File: src/rtl/avr_uart_tx.sv
// 8N1 UART transmitter for the FPGA->AVR link, with flow control from the AVR's rx-busy line.
// Define AVR_UART_TX_FIFO_EN to buffer bytes in a FIFO_DEPTH-entry FIFO instead of one holding slot.
module avr_uart_tx #(
  parameter int unsigned CLK_PER_BIT = 50
`ifdef AVR_UART_TX_FIFO_EN
  , parameter int unsigned FIFO_DEPTH = 4
`endif
) (
  input  logic       clk,
  input  logic       rst_n,
  input  logic [7:0] tx_data,
  input  logic       new_tx_data,
  output logic       tx_busy,
  input  logic       tx_block,
  output logic       tx
);
  localparam int unsigned CW = $clog2(CLK_PER_BIT);
  localparam logic [CW-1:0] CntMax = CW'(CLK_PER_BIT - 1);

  typedef enum logic [1:0] {StIdle, StStart, StData, StStop} state_e;

  state_e        state_q, state_d;
  logic [CW-1:0] cnt_q, cnt_d;
  logic [2:0]    idx_q, idx_d;
  logic [7:0]    shift_q, shift_d;
  logic          tx_d, busy_d;
  logic          blk_meta_q, blk_s;
  logic          avail, take;
  logic [7:0]    avail_data;

  always_ff @(posedge clk or negedge rst_n) begin
    if (!rst_n) begin
      blk_meta_q <= 1'b0;
      blk_s      <= 1'b0;
    end else begin
      blk_meta_q <= tx_block;
      blk_s      <= blk_meta_q;
    end
  end

`ifdef AVR_UART_TX_FIFO_EN
  localparam int unsigned PW = $clog2(FIFO_DEPTH);
  localparam int unsigned NW = PW + 1;

  logic [7:0]    mem_q [FIFO_DEPTH];
  logic [PW-1:0] wr_ptr_q, rd_ptr_q;
  logic [NW-1:0] count_q, count_d;
  logic          wr;

  assign wr         = new_tx_data & ~tx_busy;
  assign avail      = (count_q != '0);
  assign avail_data = mem_q[rd_ptr_q];

  always_comb begin
    count_d = count_q;
    unique case ({wr, take})
      2'b10:   count_d = count_q + NW'(1);
      2'b01:   count_d = count_q - NW'(1);
      default: count_d = count_q;
    endcase
    busy_d = (count_d == NW'(FIFO_DEPTH));
  end

  always_ff @(posedge clk) begin
    if (wr) mem_q[wr_ptr_q] <= tx_data;
  end

  always_ff @(posedge clk or negedge rst_n) begin
    if (!rst_n) begin
      wr_ptr_q <= '0;
      rd_ptr_q <= '0;
      count_q  <= '0;
    end else begin
      if (wr)   wr_ptr_q <= wr_ptr_q + PW'(1);
      if (take) rd_ptr_q <= rd_ptr_q + PW'(1);
      count_q <= count_d;
    end
  end
`else
  logic       accept, pend_q, pend_d;
  logic [7:0] hold_q, hold_d;

  // A byte accepted while blk_s is high parks in hold_q until the block clears.
  assign accept     = new_tx_data & ~tx_busy;
  assign avail      = pend_q | accept;
  assign avail_data = pend_q ? hold_q : tx_data;

  always_comb begin
    pend_d = pend_q;
    hold_d = hold_q;
    if (accept) begin
      pend_d = 1'b1;
      hold_d = tx_data;
    end
    if (take) pend_d = 1'b0;
    busy_d = (state_d != StIdle) | pend_d | blk_s;
  end

  always_ff @(posedge clk or negedge rst_n) begin
    if (!rst_n) begin
      pend_q <= 1'b0;
      hold_q <= '0;
    end else begin
      pend_q <= pend_d;
      hold_q <= hold_d;
    end
  end
`endif

  always_comb begin
    take    = 1'b0;
    state_d = state_q;
    cnt_d   = cnt_q;
    idx_d   = idx_q;
    shift_d = shift_q;
    unique case (state_q)
      StIdle: begin
        if (avail && !blk_s) begin
          take    = 1'b1;
          shift_d = avail_data;
          cnt_d   = '0;
          state_d = StStart;
        end
      end
      StStart: begin
        if (cnt_q == CntMax) begin
          cnt_d   = '0;
          idx_d   = '0;
          state_d = StData;
        end else begin
          cnt_d = cnt_q + CW'(1);
        end
      end
      StData: begin
        if (cnt_q == CntMax) begin
          cnt_d   = '0;
          shift_d = {1'b0, shift_q[7:1]};
          idx_d   = idx_q + 3'd1;
          if (idx_q == 3'd7) state_d = StStop;
        end else begin
          cnt_d = cnt_q + CW'(1);
        end
      end
      StStop: begin
        if (cnt_q == CntMax) begin
          cnt_d   = '0;
          state_d = StIdle;
        end else begin
          cnt_d = cnt_q + CW'(1);
        end
      end
      default: state_d = StIdle;
    endcase

    // tx is registered from the next state so the line moves exactly on bit boundaries.
    case (state_d)
      StStart: tx_d = 1'b0;
      StData:  tx_d = shift_d[0];
      default: tx_d = 1'b1;
    endcase
  end

  always_ff @(posedge clk or negedge rst_n) begin
    if (!rst_n) begin
      state_q <= StIdle;
      cnt_q   <= '0;
      idx_q   <= '0;
      shift_q <= '0;
      tx      <= 1'b1;
      tx_busy <= 1'b0;
    end else begin
      state_q <= state_d;
      cnt_q   <= cnt_d;
      idx_q   <= idx_d;
      shift_q <= shift_d;
      tx      <= tx_d;
      tx_busy <= busy_d;
    end
  end

endmodule

File: config.mk
export PLATFORM = sky130hd
export DESIGN_NAME = avr_uart_tx
export DESIGN_NICKNAME = d
export VERILOG_FILES = /design/src/rtl/avr_uart_tx.sv
export SDC_FILE = /design/constraint.sdc
export NUM_CORES = 1
export LEC_CHECK = 0
export ABC_AREA = 1
export CAP_MARGIN = 10
export CORE_ASPECT_RATIO = 0.5
export CORE_MARGIN = 1
export CORE_UTILIZATION = 50
export CTS_BUF_LIST = sky130_fd_sc_hd__clkbuf_16
export CTS_CLUSTER_DIAMETER = 80
export DETAILED_ROUTE_END_ITERATION = 12
export GPL_TIMING_DRIVEN = 0
export PLACE_DENSITY = 0.78
export SETUP_SLACK_MARGIN = 0.02
export SLEW_MARGIN = 5
export SYNTH_ARGS = -nofsm -noshare
export SYNTH_HDL_FRONTEND = slang
export SYNTH_SLANG_ARGS = --single-unit
File: constraint.sdc
create_clock -name clk -period 1.3 [get_ports clk]
set_input_delay 0.195 -clock clk [delete_from_list [all_inputs] [get_ports clk]]
set_output_delay 0.195 -clock clk [all_outputs]
set_load 0.01 [all_outputs]
* Word-level counts from Yosys, hierarchy flattened
Index checks and enable logic that the tools add are counted.
** Word-level totals
- Flip-flop bits (word level) :: 32
- Bits in latches :: 0
- RAM bits :: 0
- ROM bits :: 0
- Output and inout port bits :: 2
- Memories :: 0
** Cells by class
- Add/subtract/negate cells :: 2
- $mul :: 0
- Divide/modulo/power cells :: 0
- Magnitude comparators :: 0
- Equality and inequality tests :: 10
- Shift operators :: 0
- Mux-type cells :: 21
- Bitwise logic cells :: 5
- Reductions and logical operators :: 9
** Operators by type and width (count)
- $mux 8 :: 3
- $pmux 8 s2 :: 1
- $mux 6 :: 2
- $pmux 6 s2 :: 1
- $mux 2 :: 5
- $pmux 2 s4 :: 1
- $add 6x1->6 const B :: 1
- $eq 2x2->1 const B :: 3
- $eq 6x6->1 const B :: 1
- $mux 3 :: 2
- $ne 2x2->1 const B :: 3
- $pmux 3 s2 :: 1
- $reduce_and 3->1 :: 2
- $reduce_bool 2->1 :: 3
- $eq 2x1->1 const B :: 2
- $mux 1 :: 4
- $add 3x1->3 const B :: 1
- $eq 3x3->1 const B :: 1
- $or 1x1->1 :: 3
- $reduce_or 3->1 :: 1
- $logic_not 2->1 :: 1
- $pmux 1 s2 :: 1
- $and 1x1->1 :: 1
- $logic_and 1x1->1 :: 1
- 2 further kinds :: 2

* Depth between registers and ports, before layout
- Depth after elaboration :: 9
- Depth in mapped cells :: 10
- Depth with buffers taken out :: 10

* Worst setup path before layout
OpenSTA, ideal clock, no wires.
- Kind :: register to register
- Start :: register cnt_q[1]
- End :: register shift_q[2]
- Setup time :: 0.130 ns
- Data arrival time :: 1.123 ns
- Required time :: 1.170 ns
- Path slack :: 0.047 ns
- Stages on the path, launching flop included :: 9
- Clock period less this slack :: 1.253 ns
- Path through :: dfrtp_1 > inv_1 > ha_1 > nand3_2 > nor2_2 > buf_6 > nor2_4 > nand2_1 > nand3_1
** Between the ends
- Cells in the longest elaborated chain, start to end :: 3
** RTL lines
- start, declared :: RTL line 23 : logic [CW-1:0] cnt_q, cnt_d;
- start signal, assigned :: RTL line 173 : cnt_q <= cnt_d;
- $eq 6x6->1 :: RTL line 135 : if (cnt_q == CntMax) begin
- $ne 2x2->1 (no source line)
- $reduce_and 3->1 (no source line)
- end signal, assigned :: RTL line 175 : shift_q <= shift_d;
- end, declared :: RTL line 25 : logic [7:0] shift_q, shift_d;
Every way passes these cells.
A chain may end at the register's enable or synchronous reset.

* Final worst setup path
- Start :: register state_q[1]
- End :: register idx_q[2]
** Between the ends
- Cells in the longest elaborated chain, start to end :: 3
- Elaborated cells on any way between the ends :: 7
- Those cells by class :: eq/ne (4); mux (1); reduce/logical (2)
** RTL lines
- start, declared :: RTL line 22 : state_e state_q, state_d;
- start signal, assigned :: RTL line 165 : state_q <= StIdle;
- start signal, assigned :: RTL line 172 : state_q <= state_d;
- $eq 2x1->1 / $eq 2x2->1 (equally long branches) :: RTL line 116 : unique case (state_q)
- $ne 2x2->1 (no source line) / $reduce_bool 2->1 (equally long branches)
- $reduce_and 3->1 (no source line)
- end signal, assigned :: RTL line 174 : idx_q <= idx_d;
- end, declared :: RTL line 24 : logic [2:0] idx_q, idx_d;
Several ways; a longest one is shown, not always the timed one.

==> key figures <==
Power
  • Combinational power share: 0.029
  • Sw Ratio: 0.199
  • Reg power frac: 0.467
  • NetSw: 0.000426 W
  • P_int: 0.00172 W
  • Leakage: just under 1 nW
  • Pwr dens: 1030 nW/um^2
  • Clock share of power: 0.504
  • Maximum vdd ir drop: 0.000647 V

STA
  • Clock skew: approximately 0.0046 ns
  • Slew Limit Fails: 0
  • Final Critical Period: 1.36 ns
  • Slew headroom: 0.533
  • RSZ-0062 raised after global routing: yes
  • Slew at the pin closest to its max-slew limit: approximately 0.70 ns
  • Hold WS: 0.357 ns
  • Setup violations, final: 12
  • Final count of hold timing violations: 0
  • Setup ws final: -0.0604 ns
  • Period utilization: 1.05
  • Max Freq: 0.735 GHz

Synth
  • Yosys top cell by area: dfrtp_1
  • Netlist cell types: 23
  • Top cells by count, synth: 52 x nand2_1, 31 x dfrtp_1, 21 x inv_1, 15 x o21ai_0, 11 x nand3_1
  • Synth area leaders: dfrtp_1 51%, nand2_1 13%, inv_1 5.2%, o21ai_0 4.9%, nand3_1 3.6%
  • Cell count after synthesis: 171
  • Post-synth EDFFs: 0
  • Synth Warn #: 0
  • Seq cells post-synth: 32
  • Yosys top cell area share: 0.511
  • Synth Net Count: 187
  • Syn_area_per_cell: between 8 and 9 sq um
  • Count leader, synth: nand2_1
  • Async set-reset flop share out of synthesis: 1.00
  • Sequential area share after synthesis: 0.528
  • Top_reg_cell synth: dfrtp_1
  • Post-Syn Area: 1520 sq um

Drt
  • WL/cell: 13.8 um
  • Residual DRC: 0
  • Vias/cell: 5.10
  • Total number of vias: 1244
  • DR iter-0 viols: 69
  • Router iterations before antenna repair: 5
  • Final WL: 3.38 mm
  • Antenna viol nets, final: 0

Cells and area
  • Fraction of layout cells with a size suffix above 1: 0.280
  • Area grow syn2layout: 36.8%
  • Fill cells: 181
  • Antenna cells: 0
  • Final cell utilization of the core: 0.761
  • Final #Nets: 222
  • Layout Cells excl Fill: roughly 240

Setup path
  • CP max FO: 5
  • Crit path largest cell delay: 0.46 ns
  • CP Data Arrival Time: about 1.5 ns
  • Critical path class: reg -> reg
  • CP Capture Type: flop
  • Startpoint Class: flop
  • Critical path data required time: 1.46 ns
  • R2R setup slack: -0.06 ns
  • Slowest CP cell: dfrtp_2
  • Critical-path cell list: inv_1 -> nor2_2 -> inv_1 -> nor2_4 -> buf_6 -> buf_6 -> a22o_4

Floorplanning
  • Rows: 13
  • Die Height: a little over 40 um
  • Core box area: 2730 sq um
  • Die W: 79.9 um
  • Die area: 3280 sq um
  • Initial Util: 0.556
  • IO Count: 14

Placement
  • HPWL after DPL: between 1.5 and 2 mm
  • Routability cong.: 0.770
  • I/O Buffers: 13
  • # placed instances: between 200 and 250

Run status
  • Outcome: complete, but fails checks
  • Failing checks: negative setup slack

CTS
  • CTS tree: yes
  • CTS root buffer: clkbuf_16
  • Clock Latency Late Sink: 0.28 ns
  • CTS Buffer Depth: 2
  • Htree depth: 2
  • Reg clk slew, reported paths: approximately 0.050 ns
  • CTS Buf Count: 5
  • Clock sinks: 32

Global routing
  • Pin count of the biggest net entering global routing: 33
  • Grt total ovfl: 0
  • Antenna violations before repair: 0
  • GRT Total Usage: 0.245
  • Number of global-route vias before repair: 1172
  • First-pass GRT wire length: about 5.4 mm

Hold path
  • Hold Crit Class: reg -> reg

Job
  • Max-cap viol count: 0
[final timing paths]
path	startpoint	to	depth (start not counted)
setup reg to reg	state_q[1]$_DFF_PN0_	idx_q[2]$_DFFE_PN0P_	7
hold / removal	blk_meta_q$_DFF_PN0_	blk_s$_DFF_PN0_	0
setup / recovery	state_q[1]$_DFF_PN0_	idx_q[2]$_DFFE_PN0P_	7
max in group asynchronous	rst_n	state_q[1]$_DFF_PN0_	2
min in group asynchronous	rst_n	cnt_q[2]$_DFFE_PN0P_	2
hold reg to reg	blk_meta_q$_DFF_PN0_	blk_s$_DFF_PN0_	0
[cell usage in the layout, fill, tap and decap left out, types with 6 or more instances in the layout]
cell type / count
nand2_1: 44
dfrtp_1: 29
inv_1: 18
o21ai_0: 13
nand3_1: 11
clkdlybuf4s50_1: 10
buf_4: 10
nand2_2: 7
o211ai_1: 6
[worst max-delay path, delay by kind of cell, from the launching register on]
| family | cells | cell delay (ns) |
|---|---|---|
| flops | 1 | 0.46 |
| simple gates | 2 | 0.11 |
| buf+inv | 4 | 0.45 |
| compound gates | 1 | 0.23 |
[layout make-up]
| cell class | count | area (sq um) | share of cell area |
|---|---|---|---|
| sequential | 32 | 805 | 0.387 |
| multi-input combinational | 114 | 731 | 0.352 |
| timing repair buffer | 28 | 253 | 0.122 |
| clock buffer | 5 | 125 | 0.0602 |
| inverter | 22 | 87.6 | 0.0421 |
| tap | 37 | 46.3 | 0.0223 |
| buffer | 3 | 20.0 | 0.00963 |
| clock inverter | 3 | 11.3 | 0.00542 |
[kinds of logic (layout without fill, tap and decap cells)]
family	Yosys count	in the layout	synth area share
and+or+nand+nor	79	79	0.235
xor gates and xnor gates	4	4	0.0231
muxes	2	2	0.0140
adders and majority gates	4	4	0.0330
buffers and inverters	25	61	0.0667
AOI/OAI and AO/OA	25	25	0.100
DFF	32	32	0.528
[sequential cells by signal, summed over array words and instances (netlist names)]
name	flops
blk_s	1
blk_meta_q	1
tx	1
pend_q	1
cnt_q	6
tx_busy	1
idx_q	3
state_q	2
shift_q	8
hold_q	8
[per-stage QoR]
step,worst slack [ns],total power (W),cell area (sq um),setup TNS [ns]
final,-0.0604,0.00214,2080,-0.346
after CTS,-0.0326,0.00217,2030,-0.131
after detailed placement,-0.335,0.00108,1690,-4.27
after floorplan,0.0469,0.00103,1520,0
after global placement,-0.582,0.00108,1700,-21.66
after global routing,-0.173,0.00222,2080,-1.53
[routing by layer]
layer / share of wire / vias to the layer above / global-route usage
met5: 0 / - / 0
met4: 0.020 / 0 / 0.138
met3: 0.028 / 8 / 0.0756
met2: 0.51 / 18 / 0.459
met1: 0.44 / 593 / 0.266
li1: - / 625 / -
[repair_timing]
action                                  4_1_cts  5_1_grt
hold endpoints to repair                     31        0
buffers inserted                             12        2
pin swaps                                    16        7
resized for setup                            31       15
endpoints found under the setup margin       19       18
hold buffers                                  1        0
[power groups by stage]
| stage | sequential (W) | combinational (W) | clock, W |
|---|---|---|---|
| 2_1_floorplan | 0.00102 | 0.00000770 | 0 |
| 3_3_place_gp | 0.00102 | 0.0000612 | 0 |
| 3_5_place_dp | 0.00102 | 0.0000603 | 0 |
| 4_1_cts | 0.00100 | 0.0000640 | 0.00110 |
| 5_1_grt | 0.00100 | 0.0000716 | 0.00115 |
| 6_report | 0.00100 | 0.0000623 | 0.00108 |
Power figures use the tool's default switching activity.
